==> config.mk <==
export PLATFORM = sky130hd
export DESIGN_NAME = ram_port_arbiter_flat
export DESIGN_NICKNAME = d
export VERILOG_FILES = /design/src/rtl/ram_arb_pkg.sv /design/src/rtl/ram_port_arbiter_if.sv /design/src/rtl/ram_arb_align_chk.sv /design/src/rtl/ram_port_arbiter.sv /design/src/flat_wrapper.sv
export SDC_FILE = /design/constraint.sdc
export NUM_CORES = 1
export LEC_CHECK = 0
export ABC_AREA = 0
export CORE_UTILIZATION = 37
export CTS_BUF_LIST = sky130_fd_sc_hd__clkbuf_16
export CTS_CLUSTER_DIAMETER = 60
export DETAILED_ROUTE_END_ITERATION = 10
export PLACE_DENSITY = 0.77
export SYNTH_ARGS = -nofsm -noshare
export SYNTH_HDL_FRONTEND = slang
export SYNTH_SLANG_ARGS = --single-unit
==> constraint.sdc <==
create_clock -name clk -period 1.77 [get_ports clk]
set_clock_uncertainty 0.2 [all_clocks]
set_input_delay 0.354 -clock clk [delete_from_list [all_inputs] [get_ports clk]]
set_output_delay 0.354 -clock clk [all_outputs]
set_load 0.05 [all_outputs]
==> src/rtl/ram_arb_pkg.sv <==
// ram_arb_pkg: shared size codes, FSM state and owner encodings for ram_port_arbiter
package ram_arb_pkg;
  localparam logic [1:0] SIZE_BYTE = 2'b00;
  localparam logic [1:0] SIZE_HALF = 2'b01;
  localparam logic [1:0] SIZE_WORD = 2'b10;
  localparam logic [1:0] SIZE_RSVD = 2'b11;
  typedef enum logic [1:0] {IDLE, ACCESS, RESP} state_t;
  typedef enum logic {OWN_I, OWN_D} owner_t;
endpackage

==> src/rtl/ram_port_arbiter_if.sv <==
// ram_port_arbiter_if: fetch port, data port and RAM pin bundle shared by the arbiter and its neighbours
//   I_*   : instruction-fetch requester (word reads)
//   D_*   : data requester (byte/half/word, read/write, error flag)
//   Ram*  : pins of the data_ram256x8 instance
//   slave : arbiter view; master : pipeline + RAM view
interface ram_port_arbiter_if;
  logic        I_Req;
  logic [31:0] I_Address;
  logic        I_Ready;
  logic [31:0] I_DataOut;
  logic        D_Req;
  logic        D_ReadWrite;
  logic [1:0]  D_Size;
  logic [31:0] D_Address;
  logic [31:0] D_DataIn;
  logic        D_Ready;
  logic [31:0] D_DataOut;
  logic        D_Err;
  logic        RamReadWrite;
  logic [31:0] RamAddress;
  logic [31:0] RamDataIn;
  logic [1:0]  RamSize;
  logic [31:0] RamDataOut;
  modport slave (
    input  I_Req, I_Address, D_Req, D_ReadWrite, D_Size, D_Address, D_DataIn, RamDataOut,
    output I_Ready, I_DataOut, D_Ready, D_DataOut, D_Err, RamReadWrite, RamAddress, RamDataIn, RamSize
  );
  modport master (
    output I_Req, I_Address, D_Req, D_ReadWrite, D_Size, D_Address, D_DataIn, RamDataOut,
    input  I_Ready, I_DataOut, D_Ready, D_DataOut, D_Err, RamReadWrite, RamAddress, RamDataIn, RamSize
  );
endinterface

==> src/rtl/ram_arb_align_chk.sv <==
// ram_arb_align_chk: flags data accesses that are misaligned, reserved-size or beyond the RAM
//   size, addr : requested D access
//   err        : access must be rejected
module ram_arb_align_chk
  import ram_arb_pkg::*;
#(
  parameter int ADDR_BITS = 8
) (
  input  logic [1:0]  size,
  input  logic [31:0] addr,
  output logic        err
);
  assign err = size == SIZE_RSVD
            || (size == SIZE_HALF && addr[0])
            || (size == SIZE_WORD && addr[1:0] != 2'b00)
            || (addr >> ADDR_BITS) != 32'd0;
endmodule

==> src/rtl/ram_port_arbiter.sv <==
// ram_port_arbiter: shares one byte RAM between the fetch port (I) and the data port (D)
//   clk   : rising-edge clock
//   reset : synchronous, active-low
//   bus   : ram_port_arbiter_if.slave carrying the I, D and RAM pins
// Each access runs IDLE -> ACCESS -> RESP; D has priority but I is forced in after
// MAX_D_STREAK consecutive D grants taken while I was waiting.
// Define ARB_ALIGN_CHECK_EN to reject misaligned / reserved / out-of-range D accesses.
module ram_port_arbiter
  import ram_arb_pkg::*;
#(
  parameter int ADDR_BITS    = 8,
  parameter int MAX_D_STREAK = 4
) (
  input  logic                clk,
  input  logic                reset,
  ram_port_arbiter_if.slave   bus
);
  localparam int SW = $clog2(MAX_D_STREAK + 1);
  localparam logic [SW-1:0] SMAX = SW'(MAX_D_STREAK);
  state_t        state, state_n;
  owner_t        owner;
  logic [SW-1:0] streak;
  logic          any_req, d_win, rej, rej_q;
`ifdef ARB_ALIGN_CHECK_EN
  ram_arb_align_chk #(.ADDR_BITS(ADDR_BITS)) u_chk (
    .size (bus.D_Size),
    .addr (bus.D_Address),
    .err  (rej)
  );
`else
  assign rej = 1'b0;
`endif
  assign any_req = bus.I_Req || bus.D_Req;
  assign d_win   = bus.D_Req && !(bus.I_Req && streak == SMAX);
  always_comb begin
    state_n = state == IDLE   ? (any_req ? ACCESS : IDLE)
            : state == ACCESS ? RESP
            : IDLE;
  end
  always_ff @(posedge clk) begin
    if (!reset) begin
      state            <= IDLE;
      owner            <= OWN_I;
      streak           <= '0;
      rej_q            <= 1'b0;
      bus.I_Ready      <= 1'b0;
      bus.I_DataOut    <= '0;
      bus.D_Ready      <= 1'b0;
      bus.D_DataOut    <= '0;
      bus.D_Err        <= 1'b0;
      bus.RamReadWrite <= 1'b0;
      bus.RamAddress   <= '0;
      bus.RamDataIn    <= '0;
      bus.RamSize      <= '0;
    end else begin
      state       <= state_n;
      bus.I_Ready <= state == ACCESS && owner == OWN_I;
      bus.D_Ready <= state == ACCESS && owner == OWN_D;
      bus.D_Err   <= state == ACCESS && owner == OWN_D && rej_q;
      if (state == IDLE && any_req) begin
        owner            <= d_win ? OWN_D : OWN_I;
        rej_q            <= d_win && rej;
        bus.RamReadWrite <= d_win && bus.D_ReadWrite && !rej;
        bus.RamAddress   <= d_win ? bus.D_Address : bus.I_Address;
        bus.RamDataIn    <= d_win ? bus.D_DataIn : '0;
        bus.RamSize      <= (!d_win || bus.D_Size == SIZE_RSVD) ? SIZE_WORD : bus.D_Size;
        // a D grant with I waiting can only happen while streak < SMAX, so no saturation test is needed
        streak           <= (d_win && bus.I_Req) ? streak + SW'(1) : '0;
      end else begin
        bus.RamReadWrite <= 1'b0;
      end
      if (state == ACCESS) begin
        if (owner == OWN_I) bus.I_DataOut <= bus.RamDataOut;
        else bus.D_DataOut <= (bus.RamReadWrite || rej_q) ? '0 : bus.RamDataOut;
      end
    end
  end
endmodule

==> src/flat_wrapper.sv <==
// flat-port wrapper written by rule: the top's interface ports become plain ports
module ram_port_arbiter_flat import ram_arb_pkg::*;
#(
  parameter int ADDR_BITS    = 8,
  parameter int MAX_D_STREAK = 4
)
  (clk, reset, bus_I_Req, bus_I_Address, bus_D_Req, bus_D_ReadWrite, bus_D_Size, bus_D_Address, bus_D_DataIn, bus_RamDataOut, bus_I_Ready, bus_I_DataOut, bus_D_Ready, bus_D_DataOut, bus_D_Err, bus_RamReadWrite, bus_RamAddress, bus_RamDataIn, bus_RamSize);
  ram_port_arbiter_if bus_i ();
  input  logic clk;
  input  logic reset;
  input wire logic [$bits(bus_i.I_Req)-1:0] bus_I_Req;
  input wire logic [$bits(bus_i.I_Address)-1:0] bus_I_Address;
  input wire logic [$bits(bus_i.D_Req)-1:0] bus_D_Req;
  input wire logic [$bits(bus_i.D_ReadWrite)-1:0] bus_D_ReadWrite;
  input wire logic [$bits(bus_i.D_Size)-1:0] bus_D_Size;
  input wire logic [$bits(bus_i.D_Address)-1:0] bus_D_Address;
  input wire logic [$bits(bus_i.D_DataIn)-1:0] bus_D_DataIn;
  input wire logic [$bits(bus_i.RamDataOut)-1:0] bus_RamDataOut;
  output wire logic [$bits(bus_i.I_Ready)-1:0] bus_I_Ready;
  output wire logic [$bits(bus_i.I_DataOut)-1:0] bus_I_DataOut;
  output wire logic [$bits(bus_i.D_Ready)-1:0] bus_D_Ready;
  output wire logic [$bits(bus_i.D_DataOut)-1:0] bus_D_DataOut;
  output wire logic [$bits(bus_i.D_Err)-1:0] bus_D_Err;
  output wire logic [$bits(bus_i.RamReadWrite)-1:0] bus_RamReadWrite;
  output wire logic [$bits(bus_i.RamAddress)-1:0] bus_RamAddress;
  output wire logic [$bits(bus_i.RamDataIn)-1:0] bus_RamDataIn;
  output wire logic [$bits(bus_i.RamSize)-1:0] bus_RamSize;
  assign bus_i.I_Req = bus_I_Req;
  assign bus_i.I_Address = bus_I_Address;
  assign bus_i.D_Req = bus_D_Req;
  assign bus_i.D_ReadWrite = bus_D_ReadWrite;
  assign bus_i.D_Size = bus_D_Size;
  assign bus_i.D_Address = bus_D_Address;
  assign bus_i.D_DataIn = bus_D_DataIn;
  assign bus_i.RamDataOut = bus_RamDataOut;
  assign bus_I_Ready = bus_i.I_Ready;
  assign bus_I_DataOut = bus_i.I_DataOut;
  assign bus_D_Ready = bus_i.D_Ready;
  assign bus_D_DataOut = bus_i.D_DataOut;
  assign bus_D_Err = bus_i.D_Err;
  assign bus_RamReadWrite = bus_i.RamReadWrite;
  assign bus_RamAddress = bus_i.RamAddress;
  assign bus_RamDataIn = bus_i.RamDataIn;
  assign bus_RamSize = bus_i.RamSize;
  ram_port_arbiter #(.ADDR_BITS(ADDR_BITS), .MAX_D_STREAK(MAX_D_STREAK)) u_core (.clk(clk), .reset(reset), .bus(bus_i));
endmodule
# Word level (Yosys, flattened, before mapping)
# Index checks and enable logic that the tools add are counted.
[word_totals] input_bits=135 reg_bits=139 wordCells=40
[op_classes] n_reduce_logical=15 add_sub_neg=1 n_eq_ne=3 mux=9 bitwise=1
[op_table] cell="32-bit 2-to-1 mux" n=3
[op_table] cell="1-bit logical AND" n=7
[op_table] cell="2-bit 2-to-1 mux" n=3
[op_table] cell="2-bit AND reduction" n=3
[op_table] cell="3-bit by 1-bit adder with 3-bit output, second input constant" n=1
[op_table] cell="3-bit == test, second input constant" n=1
[op_table] cell="3-bit 2-to-1 mux" n=1
[op_table] cell="2-bit by 1-bit == test with 1-bit output, second input constant" n=1
[op_table] cell="2-bit == test, second input constant" n=1
[op_table] cell="1-bit logical NOT" n=2
[op_table] cell="2-bit logical NOT" n=1
[op_table] cell="1-bit logical OR" n=2
[op_table] cell="1-bit 2-to-1 mux" n=2
[op_table] cell="1-bit NOT" n=1

# Depth between registers and ports, before layout
# Gate-level depths: netlist of the first run.
[depth] depth_word=7 ltp_mapped=7 ltp_nobuf=5

# Worst setup path after synthesis of the first run
# OpenSTA, ideal clock, no wires.
[synth_path] path_type="flip-flop to flip-flop" startpoint="register u_core.streak[0]" endpoint="register u_core.bus.RamAddress[10]" t_arrival_ns=1.400 n_path_buf=1 path_slack_ns=0.048 path_stages_with_launch=7 path_cell_list="dfxtp_1 -> inv_1 -> ha_1 -> nand3_4 -> clkbuf_1 -> a21boi_0 -> o311a_1"
[synth_between] elab_chain_len=5
[synth_lines] element="start, declared" line="ram_port_arbiter.sv:22" text="logic [SW-1:0] streak;"
[synth_lines] element="start signal, assigned" line="ram_port_arbiter.sv:68" text="streak <= (d_win && bus.I_Req) ? streak + SW'(1) : '0;"
[synth_lines] element="3-bit == test" line="ram_port_arbiter.sv:34" text="assign d_win = bus.D_Req && !(bus.I_Req && streak == SMAX);"
[synth_lines] element="1-bit logical AND" line="ram_port_arbiter.sv:34"
[synth_lines] element="1-bit logical NOT" line="ram_port_arbiter.sv:34"
[synth_lines] element="1-bit logical AND" line="ram_port_arbiter.sv:34"
[synth_lines] element="32-bit 2-to-1 mux" line="ram_port_arbiter.sv:64" text="bus.RamAddress <= d_win ? bus.D_Address : bus.I_Address;"
[synth_lines] element="end signal, assigned" line="ram_port_arbiter.sv:64"
[synth_lines] element="end, declared" line="ram_port_arbiter_if.sv:26" text="output I_Ready, I_DataOut, D_Ready, D_DataOut, D_Err, RamReadWrite, RamAddress, RamDataIn, RamSize"
# Every way passes these cells.
# A chain may end at the register's enable or synchronous reset.

# Worst setup path in the final report of the first run
[layout_path] startpoint="register u_core.state[1]" endpoint="register u_core.bus.RamAddress[23]"
[layout_between] elab_chain_len=2
[layout_lines] element="start, declared" line="ram_port_arbiter.sv:20" text="state_t state, state_n;"
[layout_lines] element="start signal, assigned" line="ram_port_arbiter.sv:56" text="state <= state_n;"
[layout_lines] element="2-bit logical NOT" line="ram_port_arbiter.sv:60" text="if (state == IDLE && any_req) begin"
[layout_lines] element="1-bit logical AND" line="ram_port_arbiter.sv:60"
# Every way passes these cells.

==> results of run 1 <==
## timing repair
action | CTS | global route
endpoints found under the setup margin | 0 | 61
resized for setup | 0 | 2
setup buffers | 0 | 0
## metal layers
metal / track usage, % / up-vias
met5: 0 / -
met4: 9.68 / 0
met3: 8.47 / 34
met2: 41.2 / 250
met1: 27.4 / 2755
li1: - / 2731
## state kept, by name, indices dropped and copies added, names as in the netlist
name	flops
u_core.owner	1
u_core.bus.I_DataOut	32
u_core.state	2
u_core.bus.I_Ready	1
u_core.bus.RamSize	2
u_core.bus.RamAddress	32
u_core.bus.D_DataOut	32
u_core.bus.RamReadWrite	1
u_core.streak	3
u_core.bus.RamDataIn	32
u_core.bus.D_Ready	1
## per-stage QoR
step | utilization [%] | cells | total power (uW) | worst slack (ns) | hold slack [ns]
6_report | 72.1 | 1059 | 9660 | 0.0939 | 0.270
5_1_grt | 72.1 | 1059 | 10000 | 0.000336 | 0.295
4_1_cts | 72.0 | 1059 | 9720 | 0.0296 | 0.266
3_3_place_gp | 68.1 | 1028 | 6220 | -0.234 | 0.256
3_5_place_dp | 68.1 | 1028 | 6260 | -0.257 | 0.263
2_1_floorplan | - | 604 | 4770 | 0.0483 | 0.264
## power breakdown
part / total, uW / internal [uW] / switching (uW)
Combinational: 2650 / 1340 / 1300
Sequential: 3550 / 3340 / 211
Clock: 3460 / 2160 / 1300
## worst max-delay path by stage
| stage | start | endpoint | slack [ns] | cells after the start |
|---|---|---|---|---|
| 2_1_floorplan | u_core.streak[0] | u_core.bus.RamAddress[10] | 0.05 | 6 |
| 3_3_place_gp | bus_I_Req | u_core.bus.RamAddress[25] | -0.23 | 5 |
| 3_5_place_dp | bus_I_Req | u_core.bus.RamAddress[0] | -0.26 | 5 |
| 4_1_cts | u_core.streak[0] | u_core.bus.RamAddress[0] | 0.03 | 6 |
| 5_1_grt | u_core.streak[1] | u_core.bus.RamAddress[30] | 0.0003 | 6 |
| 6_report | u_core.state[1] | u_core.bus.RamAddress[23] | 0.09 | 4 |
## area by class of cell
cell class	instances	area, sq um
fillers	1006	4100
flip-flops and latches	139	2780
clock inverters	14	140
multi-input cells	392	2510
repair buffers	309	4490
clock buffers	17	425
inverters	4	15.0
well taps	184	230
## critical path, cell delays in order, from the launching register on
cell	delay [ns]
dfxtp_1	0.36
or2_2	0.48
buf_12	0.22
o21bai_1	0.16
o311a_1	0.18
## logic make-up after synthesis
group / synth area share (%)
AOI/OAI and AO/OA: 29.2
and+or+nand+nor: 14.4
DFF: 49.4
buffers and inverters: 6.45
adders and majority gates: 0.445
other: 0.0666
## cell usage in the layout (no fill, tap or decap), types with 8 or more instances in the layout
master and count:
a21oi_1 69, clkdlybuf4s50_1 133, o21bai_1 33, buf_12 147, buf_4 28, dfxtp_1 139, nand2_1 66, o311a_1 33
o21ai_0 8, a21boi_0 32, and3_1 32, clkbuf_16 17, a22o_1 32, nand4_1 35, o21ai_1 28
==> impl_metrics.csv, run 1 <==
group,metric,value,unit
drt,top_layer_used,"met4",
timing,rsz0062_at_grt,"false",
worst_setup_path,arrival,1.84,ns
timing,period_needed,1.68,ns
worst_setup_path,worst-path-max-fanout,14,
grt,antenna_found_initial,0,
worst_setup_path,r2r_cells,4,
worst_setup_path,crit_path_start_kind,"register",
clocking,clock_sinks,139,
die,placementRows,44,
clocking,clkLatencyLatePin,0.41,ns
worst_setup_path,crit_required,1.93,ns
yosys,synth_commonest_cells,"139 x dfxtp_1, 70 x a21oi_1, 66 x nand2_1",
power_and_ir_drop,power_density,911,mW/mm^2
timing,fmax,597,MHz
hold_path,holdPathEnd,"u_core.bus.I_Ready",
yosys,synthFlopType,"dfxtp_1",
die,dieArea,0.0157,sq mm
clocking,cts-root-buf,"clkbuf_16",
drt,dr.pass1.iters,7,
yosys,yosysUniqueCellTypes,36,
worst_setup_path,critical_path_class,"reg -> reg",
finish,final_cell_area,0.0106,sq mm
drt,drtIter0Drc,426,
yosys,syn_inst,604,
hold_path,hold_path_depth,1,
run_status,violations,"DRC",
finish,drive_above_1_share,24.0,%
placement,port_buffers,267,
worst_setup_path,cp-end-kind,"register",
grt,grt_pass1_wl,29900,microns
yosys,yosysWarnings,0,
drt,drtAntennaViolNets,0,
yosys,ys_seq_elements,139,
yosys,async_reset_ff_share,0,%
yosys,yosys-top-cells-area,"dfxtp_1 49%, a21oi_1 6.2%, o311a_1 5.9%",
clocking,cts-hold-fix-buffers,0,
grt,grt_pass1_vias,5731,
yosys,synth_nets,741,
drt,wl_per_cell,17.7,microns
power_and_ir_drop,cellLeakagePower,0.00424,uW
clocking,cts_tree,"yes",
timing,fin_tns_setup,0,ns
drt,vias,5770,
worst_setup_path,reg2reg_setup_slack,0.09,ns
die,die_x,125,microns
die,start_util,38.3,%
finish,layout.nets,1000,
die,die_h,125,microns
yosys,yosys.cell_count.top_type,"dfxtp_1",
yosys,synth_top_area_share,49.4,%
yosys,synth-edff-count,0,
finish,area_growth,88.3,%
placement,placedInstanceArea,0.0100,sq mm
grt,grt_overflow_total,0,
hold_path,hp-start,"u_core.owner",
timing,slew_violations,0,
run_status,status,"complete, but fails checks",
timing,hold_viol_final,0,
yosys,avgSynthCellArea,9.32,sq um
drt,avgViaCountPerCell,5.45,
clocking,cts_made_buffers,17,
yosys,synth_area,0.00563,sq mm
timing,setup_viol,0,
clocking,clk_pin_slew,0.05,ns
die,io_pins,269,
grt,grt_max_degree,38,
yosys,yosys.area.top_type,"dfxtp_1",
timing,fin_crit_sh,94.7,%
worst_setup_path,regToRegEndpoint,"u_core.bus.RamAddress[23]",
hold_path,min_path_type,"reg -> reg",
finish,diodes,0,
power_and_ir_drop,max-vdd-ir-drop,0.703,mV
drt,wl_met2,9370,microns
die,core-area,0.0147,sq mm
drt,drc,20,
yosys,ys_seq_area_share,49.4,%
grt,grt_use_total,24.1,%
worst_setup_path,reg2reg_from,"u_core.state[1]",
clocking,clock_path_buffers,2,
placement,place.gp.congestion,0.806,
run,cap_violations,0,
placement,dpl.hpwl,13500,microns
drt,wl_met1,7420,microns
clocking,h-tree-depth,4,
drt,wl,18800,microns
drt,met3WireLength,1560,microns
No activity file was read; power rests on OpenSTA's default activity.
==> run 2, diff against run 1 <==
CORE_UTILIZATION = 38   (was 37)
CTS_BUF_LIST = sky130_fd_sc_hd__clkbuf_4 sky130_fd_sc_hd__clkbuf_8   (was sky130_fd_sc_hd__clkbuf_16)
PLACE_DENSITY = 0.78   (was 0.77)
==> run 2 against run 1 <==
Net effect: sequential share of layout area rose by 0.39 points; highest routed layer unchanged; count of clock-buffer cells in the layout unchanged; worst hold slack worse by 0.030 ns; the flow now finishes without violations; critical path type unchanged; routed wire length decreased by 0.77%; register-to-register slack barely moved; total power decreased by 5.5%; critical path depth up 2; die area fell by 2.6%; utilization grew 0.094 points.
==> impl_metrics.csv, run 2 (synthesized netlist as in run 1, its figures left out) <==
group,metric,value,unit
run_status,status,"finished clean",
timing,fmax,595,MHz
clocking,h-tree-depth,4,
worst_setup_path,worst-path-max-fanout,30,
worst_setup_path,arrival,1.82,ns
grt,grt_pass1_vias,5646,
timing,fin_tns_setup,0,ns
grt,grt_pass1_wl,28800,microns
drt,vias,5753,
grt,grt_use_total,24.4,%
clocking,cts_made_buffers,17,
drt,dr.pass1.iters,5,
drt,drtAntennaViolNets,0,
power_and_ir_drop,cellLeakagePower,0.00414,uW
finish,layout.nets,994,
clocking,clock_sinks,139,
clocking,clock_path_buffers,2,
finish,mostFrequentLayoutCell,"buf_12",
die,io_pins,269,
hold_path,min_path_type,"in -> reg",
die,core-area,0.0145,sq mm
placement,place.gp.congestion,0.789,
drt,avgViaCountPerCell,5.46,
power_and_ir_drop,finalPower,9130,uW
power_and_ir_drop,power_density,873,mW/mm^2
timing,rsz0062_at_grt,"false",
finish,drive_above_1_share,24.6,%
finish,final_cells,1053,
drt,drtIter0Drc,407,
timing,setup_viol,0,
finish,seqCellArea,0.00279,sq mm
die,die_h,124,microns
placement,dp_cells,1022,
finish,diodes,0,
worst_setup_path,crit_path_start_kind,"register",
grt,grt_max_degree,38,
worst_setup_path,critical_path_class,"reg -> reg",
die,placementRows,44,
die,die_x,124,microns
grt,antenna_found_initial,0,
drt,wl,18600,microns
clocking,cts-root-buf,"clkbuf_8",
finish,final_cell_mix,"147 x buf_12, 137 x dfxtp_1, 133 x clkdlybuf4s50_1",
clocking,cts-hold-fix-buffers,0,
placement,port_buffers,267,
timing,period_needed,1.68,ns
worst_setup_path,cp-end-kind,"register",
die,dieArea,0.0153,sq mm
run,cap_violations,0,
timing,slew_violations,0,
grt,grt_overflow_total,0,
clocking,cts_tree,"yes",
finish,num-fill-cells,982,
timing,fin_crit_sh,95.0,%
clocking,clk_pin_slew,0.08,ns
drt,wl_per_cell,17.7,microns
finish,area_growth,85.7,%
clocking,clkLatencyLatePin,0.45,ns
drt,drc,0,
worst_setup_path,crit_required,1.90,ns
die,start_util,38.9,%
timing,hold_viol_final,0,
power_and_ir_drop,max-vdd-ir-drop,0.487,mV
placement,dpl.hpwl,13500,microns
worst_setup_path,reg2reg_setup_slack,0.09,ns
finish,multiInputGateArea,0.00251,sq mm
==> run 2: repair_timing <==
| item | 4_1_cts | 5_1_grt |
|---|---|---|
| gates resized for setup | 3 | 4 |
| endpoints found under the setup margin | 23 | 42 |
| setup buffers | 0 | 0 |
| cloned | 0 | 0 |
==> run 2: layer usage <==
| metal | part of all wire, % | wire (microns) | track usage, % |
|---|---|---|---|
| met4 | 3.2 | 588 | 10.7 |
| met5 | 0 | 0 | 0 |
| met3 | 9.4 | 1750 | 8.79 |
| met1 | 37 | 6920 | 26.6 |
| met2 | 50 | 9370 | 42.3 |
==> run 2: path summary, 6_finish.rpt <==
check | startpoint | end | depth (start not counted)
worst max-delay path | u_core.streak[1] | u_core.bus.RamAddress[26] | 6
worst min-delay path | bus_D_ReadWrite | u_core.bus.RamReadWrite | 3
worst max register to register | u_core.streak[1] | u_core.bus.RamAddress[26] | 6
worst min register to register | u_core.bus.I_DataOut[4] | u_core.bus.I_DataOut[4] | 2
==> run 2: worst max-delay path: stages, from the launching register on <==
cell     delay, ns
dfxtp_2       0.34
inv_1         0.08
ha_4          0.16
nand3_4       0.12
buf_12        0.19
and3_1        0.18
o311a_1       0.29
==> run 2: final cells by class <==
| type | instances | share of cell area, % |
|---|---|---|
| clock buffer | 17 | 2.24 |
| clock inverter | 14 | 2.12 |
| inverter | 4 | 0.144 |
| multi-input combinational | 392 | 24.0 |
| sequential | 139 | 26.7 |
| tap | 184 | 2.20 |
| timing repair buffer | 303 | 42.6 |
==> run 2: through the flow <==
step	setup slack, ns	util (%)	area, sq um	hold WS [ns]
2_1_floorplan	0.0483	-	5630	0.264
3_3_place_gp	-0.219	68.9	9970	0.275
3_5_place_dp	-0.259	68.9	9970	0.283
4_1_cts	0.0188	72.1	10400	0.217
5_1_grt	0.0109	72.2	10500	0.262
6_report	0.0880	72.2	10500	0.241
==> run 2: power breakdown <==
| part | internal, uW | switching, uW | leakage, uW |
|---|---|---|---|
| Clock | 1680 | 1290 | 0.000224 |
| Sequential | 3330 | 212 | 0.00114 |
| Combinational | 1320 | 1290 | 0.00278 |
| Total | 6330 | 2790 | 0.00414 |
